$ cat config.mk
export PLATFORM = sky130hd
export DESIGN_NAME = edge_event_monitor
export DESIGN_NICKNAME = d
export VERILOG_FILES = /design/src/rtl/edge_event_monitor.sv
export SDC_FILE = /design/constraint.sdc
export NUM_CORES = 1
export LEC_CHECK = 0
export BUFFER_PORTS_ARGS = -buffer_cell sky130_fd_sc_hd__buf_2
export CORE_MARGIN = 4
export CORE_UTILIZATION = 40
export CTS_CLUSTER_DIAMETER = 30
export DETAILED_ROUTE_END_ITERATION = 8
export HOLD_SLACK_MARGIN = 0.15
export PLACE_DENSITY_LB_ADDON = 0.15
export SLEW_MARGIN = 20
export SYNTH_ARGS = -nofsm -noshare
export SYNTH_HDL_FRONTEND = slang
export SYNTH_SLANG_ARGS = --single-unit
$ cat constraint.sdc
create_clock -name clk -period 3.15 [get_ports clk]
set_clock_uncertainty 0.1 [all_clocks]
set_input_delay 0.7875 -clock clk [delete_from_list [all_inputs] [get_ports clk]]
set_output_delay 0.7875 -clock clk [all_outputs]
set_load 0.05 [all_outputs]
$ cat src/rtl/edge_event_monitor.sv
// edge_event_monitor
// Multi-channel synchronous edge detector. Each channel can be set to detect
// rising, falling or both edges and provides a one-cycle event pulse, a sticky
// flag and a saturating event counter. irq is the registered OR of all sticky
// flags. cnt_out muxes one channel's counter out for status/debug reads.
//
// Optional build macro EDGE_MON_TIMESTAMP_EN adds a 32-bit free-running cycle
// counter and a per-channel timestamp (ts_out) captured on each counted hit.

module edge_event_monitor #(
    parameter int NCH   = 4,
    parameter int CNT_W = 8,
    parameter int SEL_W = (NCH > 1) ? $clog2(NCH) : 1
) (
    input  logic                 clk,
    input  logic                 rst,
    input  logic [NCH-1:0]       sig_in,
    input  logic [2*NCH-1:0]     mode,
    input  logic [NCH-1:0]       clr,
    input  logic [SEL_W-1:0]     cnt_sel,
    output logic [NCH-1:0]       evt,
    output logic [NCH-1:0]       sticky,
    output logic                 irq,
`ifdef EDGE_MON_TIMESTAMP_EN
    output logic [32*NCH-1:0]    ts_out,
`endif
    output logic [CNT_W-1:0]     cnt_out
);

    localparam logic [CNT_W-1:0] CNT_MAX  = {CNT_W{1'b1}};
    localparam logic [CNT_W-1:0] CNT_ONE  = {{(CNT_W-1){1'b0}}, 1'b1};
    localparam logic [CNT_W-1:0] CNT_ZERO = {CNT_W{1'b0}};

    logic [NCH-1:0]            s_q;
    logic [NCH-1:0]            p_q;
    logic [1:0]                prime_r;
    logic                      primed_s;
    logic [NCH-1:0]            hit_s;
    logic [NCH-1:0]            evt_r;
    logic [NCH-1:0]            sticky_r;
    logic                      irq_r;
    logic [NCH-1:0][CNT_W-1:0] cnt_r;
    logic [CNT_W-1:0]          cnt_out_s;

    // Two-deep sample pipeline: s_q is the current sample, p_q the previous one.
    always_ff @(posedge clk) begin
        if (rst) begin
            s_q <= {NCH{1'b0}};
            p_q <= {NCH{1'b0}};
        end else begin
            s_q <= sig_in;
            p_q <= s_q;
        end
    end

    // Prime counter: p_q only holds a genuine sample two clocks after reset,
    // so detection stays masked until then to avoid edges against reset values.
    always_ff @(posedge clk) begin
        if (rst) begin
            prime_r <= 2'd0;
        end else if (prime_r != 2'd2) begin
            prime_r <= prime_r + 2'd1;
        end else begin
            prime_r <= prime_r;
        end
    end

    assign primed_s = (prime_r == 2'd2);

    // Per-channel edge qualification against the mode currently applied.
    always_comb begin
        hit_s = {NCH{1'b0}};
        for (int i = 0; i < NCH; i++) begin
            hit_s[i] = primed_s &
                       ((mode[2*i]   & s_q[i] & ~p_q[i]) |
                        (mode[2*i+1] & ~s_q[i] & p_q[i]));
        end
    end

    // Event pulse register; clr never masks the pulse.
    always_ff @(posedge clk) begin
        if (rst) begin
            evt_r <= {NCH{1'b0}};
        end else begin
            evt_r <= hit_s;
        end
    end

    // Sticky flags: set on hit, clear on clr; a same-cycle hit wins over clr.
    always_ff @(posedge clk) begin
        if (rst) begin
            sticky_r <= {NCH{1'b0}};
        end else begin
            for (int i = 0; i < NCH; i++) begin
                if (clr[i]) begin
                    sticky_r[i] <= hit_s[i];
                end else begin
                    sticky_r[i] <= sticky_r[i] | hit_s[i];
                end
            end
        end
    end

    // Saturating counters; clr with a same-cycle hit clears then counts (=1).
    always_ff @(posedge clk) begin
        if (rst) begin
            cnt_r <= {NCH{CNT_ZERO}};
        end else begin
            for (int i = 0; i < NCH; i++) begin
                if (clr[i]) begin
                    cnt_r[i] <= hit_s[i] ? CNT_ONE : CNT_ZERO;
                end else if (hit_s[i] && (cnt_r[i] != CNT_MAX)) begin
                    cnt_r[i] <= cnt_r[i] + CNT_ONE;
                end else begin
                    cnt_r[i] <= cnt_r[i];
                end
            end
        end
    end

    // Interrupt follows the sticky flags by one clock.
    always_ff @(posedge clk) begin
        if (rst) begin
            irq_r <= 1'b0;
        end else begin
            irq_r <= |sticky_r;
        end
    end

    // Counter read mux; out-of-range selects read as zero.
    always_comb begin
        cnt_out_s = CNT_ZERO;
        for (int i = 0; i < NCH; i++) begin
            if (int'(cnt_sel) == i) begin
                cnt_out_s = cnt_r[i];
            end else begin
                cnt_out_s = cnt_out_s;
            end
        end
    end

`ifdef EDGE_MON_TIMESTAMP_EN
    logic [31:0]          cyc_r;
    logic [NCH-1:0][31:0] ts_r;

    // Free-running cycle counter, wraps naturally at 2^32.
    always_ff @(posedge clk) begin
        if (rst) begin
            cyc_r <= 32'd0;
        end else begin
            cyc_r <= cyc_r + 32'd1;
        end
    end

    // Timestamp capture on hit; clr without a hit zeroes the slice.
    always_ff @(posedge clk) begin
        if (rst) begin
            ts_r <= {NCH{32'd0}};
        end else begin
            for (int i = 0; i < NCH; i++) begin
                if (hit_s[i]) begin
                    ts_r[i] <= cyc_r;
                end else if (clr[i]) begin
                    ts_r[i] <= 32'd0;
                end else begin
                    ts_r[i] <= ts_r[i];
                end
            end
        end
    end

    assign ts_out = ts_r;
`endif

    assign evt     = evt_r;
    assign sticky  = sticky_r;
    assign irq     = irq_r;
    assign cnt_out = cnt_out_s;

endmodule

== Yosys cells after proc, flatten, opt, wreduce, memory -nomap -nowiden ==
Cells that the tools add are included.

* Register bits: 51

* Add/subtract/negate cells: 5
* Eq/ne operators: 9
* Mux-type cells: 20
* Bitwise operators: 36
* Reduce and logical (&&, ||, !) cells: 10

{| class="wikitable"
|+ Operator list
! cell !! count
|-
| $mux W8 || 12
|-
| $add A8 B1 Y8 const B || 4
|-
| $ne A8 B8 Y1 const B || 4
|-
| $and A1 B1 Y1 || 20
|-
| $mux W1 || 8
|-
| $not A1 Y1 || 8
|-
| $or A1 B1 Y1 || 8
|-
| $reduce_bool A2 Y1 || 4
|-
| $eq A2 B2 Y1 const B || 3
|-
| $logic_and A1 B1 Y1 || 4
|-
| $reduce_or A4 Y1 || 1
|-
| $add A2 B1 Y2 const B || 1
|-
| $eq A2 B1 Y1 const B || 1
|-
| $logic_not A2 Y1 || 1
|-
| $ne A2 B2 Y1 const B || 1
|}

== Logic depth before layout (Yosys ltp) ==
* Word-level depth: 8
* Depth in mapped cells: 8
* Gate-level depth less buffers: 6

== Worst setup path before layout ==
No wires, ideal clock.

* Path kind: input-to-output
* Start point: input port cnt_sel[0]
* End point: output port cnt_out[7]
* Data arrival time: 1.772 ns
* Required time: 2.263 ns
* Path slack: 0.490 ns
* Cell stages on the path: 2
* Cell sequence: clkbuf_1 mux4_2

* Longest elaborated chain between the ends: 5

{| class="wikitable"
|+ RTL lines
! item !! line !! text
|-
| from (decl) || 20 || <nowiki>input logic [SEL_W-1:0] cnt_sel,</nowiki>
|-
| $logic_not A2 Y1 || 134 || <nowiki>if (int'(cnt_sel) == i) begin</nowiki>
|-
| $mux W8 (3 in series) || 134 ||
|-
| $mux W8 (*) || 134 ||
|-
| to (decl) || 27 || <nowiki>output logic [CNT_W-1:0] cnt_out</nowiki>
|}

Every way passes the cells marked *; elsewhere a longest branch is shown, timed or not.

== Worst setup path in the final report ==
* Start point: input port cnt_sel[1]
* End point: output port cnt_out[0]

Same word-level chain as after synthesis.

==> flow_summary.toml <==
[outcome]
status = "completed"

[timing]
rsz0062_at_grt = "no"
setup_tns_ns = 0
fmaxAchievable_mhz = 369
hold_viol = 0
setup_viol = 0
relSlewSlack = 0.655
drv_slew = 0
fin_crit_sh = 0.860
worstMarginPinSlew_ns = 0.511
post-route-min-period_ns = 2.71

[final_layout]
drive_gt1_frac = 0.199
final_util = 0.473
fin_area_sq_um = 2850
final_cell_mix = "dfxtp_1 (51), buf_2 (36), nor2_1 (21), nand2_1 (20), a21oi_1 (12)"
finalNetCount = 331
final_common_cell = "dfxtp_1"
n_fill_cell = 595
area_growth_pct = 12.5
diodes = 0
regArea_sq_um = 1020
multiInputGateArea_sq_um = 1420
final_cell_count_no_fill = 382

[critical_path]
r2r_setup_slack_ns = 0.96
timing.rr.start = "prime_r[0]$_SDFFE_PP0N_"
arrival_ns = 1.82
r2r-end = "cnt_r[13]$_SDFFE_PP0P_"
crit_buf_inv = 2
slowest_delay_ns = 0.55
worstSetupPathType = "input pin to output port"
worst_path_dominant_cell_family = "multiplexers"
cp.required_ns = 2.26
path_cells = "buf_2 -> mux4_2 -> buf_2"
r2r_cells = 6
worstSetupStartpointType = "input pin"
critPathSlowestCell = "mux4_2"
end_kind = "output port"
critPathMaxFanout = 8
timing.critical_path.mode_cell = "buf_2"

[synthesis]
post_synth_num_cell_types = 51
ys_seq_area_frac = 0.403
postSynthCellCount = 273
avgSynthCellArea_sq_um = 9.28
synth_warnings = 0
netlist_area_sq_um = 2530
synthesis.nets = 298
yosys_register_bits = 51
synth_ff_type = "dfxtp_1"
synth_edf_count = 0
async_flop_share = 0

[global_route]
grt_max_degree = 28
grt_overflow = 0
grt_pass1_vias = 1995
antenna_found_initial = 0
grtUsageTotal = 0.170
grt_pass1_wl_um = 10100

[drt]
vias = 2191
routed_wirelength_um = 6100
drt_iter0_drc = 130
drc = 0
vias_per_cell = 5.74
ant_nets = 0
first_pass_iters = 5
wl_per_cell_um = 16.0

[die]
die_height_um = 87.6
dieArea_sq_um = 7670
dieWidth_um = 87.6
io_pins = 37
rows = 28
core_area_sq_um = 6030
floorplan.initialDensity = 0.420

[power]
peakVddDrop_mv = 0.303
power_leakage_uw = 0.00115
p_per_area_nw_per_um2 = 436
p_total_uw = 1240

[clock_network]
cts_tree = "done"
postCtsSetupBuffers = 0
root_buffer = "clkbuf_8"
clk_pin_slew_ns = 0.10
hold_buffers = 0
cts.sinks = 51
clock_latency_ns = 0.32
htree_levels = 2
numCtsBuffers = 5
cts-resized-gates = 0
cts_max_path_buffers = 2

[min_path]
hold_path.class = "flop to flop"
whs_path_depth = 1
hold_end = "p_q[0]$_SDFF_PP0_"
min_from = "s_q[0]$_SDFF_PP0_"

[job]
cap_viol_max_count = 0

[placed_design]
dp_cells = 374
dp_hpwl_um = 4600
place_congestion = 0.860
post_dp_cell_area_sq_um = 2760
io_buffers = 36
==> through the flow <==
| step | setup WS, ns | hold WS [ns] |
|---|---|---|
| after detailed placement | 0.417 | 0.371 |
| after floorplan | 0.490 | 0.346 |
| after global routing | 0.376 | 0.391 |
| final | 0.441 | 0.380 |
| after CTS | 0.417 | 0.386 |
| after global placement | 0.409 | 0.361 |
==> worst reg2reg max path, stage by stage (launching register included) <==
cell,delay (ns)
dfxtp_1,0.33
inv_1,0.05
ha_1,0.48
nand4b_1,0.24
and2_0,0.35
o311ai_0,0.40
o41ai_1,0.13
==> kinds of logic after synthesis <==
logic type               share of synthesized area
AND/OR/NAND/NOR                              0.273
buffers and inverters                       0.0356
AO/OA/AOI/OAI                                0.161
XOR/XNOR                                   0.00346
multiplexers                                0.0988
adder cells (fa/ha/maj)                     0.0247
flip-flops                                   0.403
==> final cells by class <==
cell class / instances / share of cell area
clock buffers: 6 / 0.0254
clock inverters: 2 / 0.00570
inverters: 10 / 0.0132
multi-input cells: 201 / 0.499
flip-flops and latches: 51 / 0.358
well taps: 75 / 0.0329
repair buffers: 37 / 0.0658
==> worst max-delay path by stage <==
stage,from,end,slack [ns],cells past startpoint
after global placement,cnt_sel[1],cnt_out[1],0.41,3
after CTS,cnt_sel[1],cnt_out[1],0.42,3
after detailed placement,cnt_sel[1],cnt_out[1],0.42,3
after floorplan,cnt_sel[0],cnt_out[7],0.49,2
final,cnt_sel[1],cnt_out[0],0.44,3
after global routing,cnt_sel[1],cnt_out[0],0.38,3
==> flip-flops by register name, summed over array words and instances, names as in the netlist <==
register  count
s_q           4
p_q           4
evt           4
irq           1
prime_r       2
cnt_r        32
sticky        4
==> cell usage after synthesis, types with 5 or more instances <==
| cell type | number | share of area |
|---|---|---|
| clkbuf_1 | 6 | 0.0089 |
| mux2i_1 | 7 | 0.028 |
| nor3_1 | 9 | 0.018 |
| a21oi_1 | 12 | 0.024 |
| ha_1 | 5 | 0.025 |
| inv_1 | 10 | 0.015 |
| nand4_1 | 7 | 0.017 |
| nand2_1 | 20 | 0.030 |
| or3_1 | 9 | 0.022 |
| mux4_2 | 8 | 0.071 |
| a21o_1 | 6 | 0.018 |
| o21ai_0 | 11 | 0.022 |
| nor4_1 | 5 | 0.012 |
| o31ai_1 | 6 | 0.018 |
| dfxtp_1 | 51 | 0.40 |
| nor2b_1 | 8 | 0.020 |
| nand3_1 | 11 | 0.022 |
| nor2_1 | 21 | 0.031 |
==> per-layer routing <==
| metal | up-vias | wire [um] | global-route usage |
|---|---|---|---|
| li1 | 1114 | - | - |
| met1 | 1033 | 2930 | 0.238 |
| met2 | 37 | 2830 | 0.257 |
| met3 | 7 | 263 | 0.0357 |
| met4 | 0 | 80 | 0.0642 |
| met5 | - | 0 | 0 |
==> power by group <==
group,total [uW],switching [uW],internal [uW]
sequential,687,16.9,670
clock,385,226,160
combinational,171,110,60.3
total,1240,353,890
(Power assumes the default switching activity.)
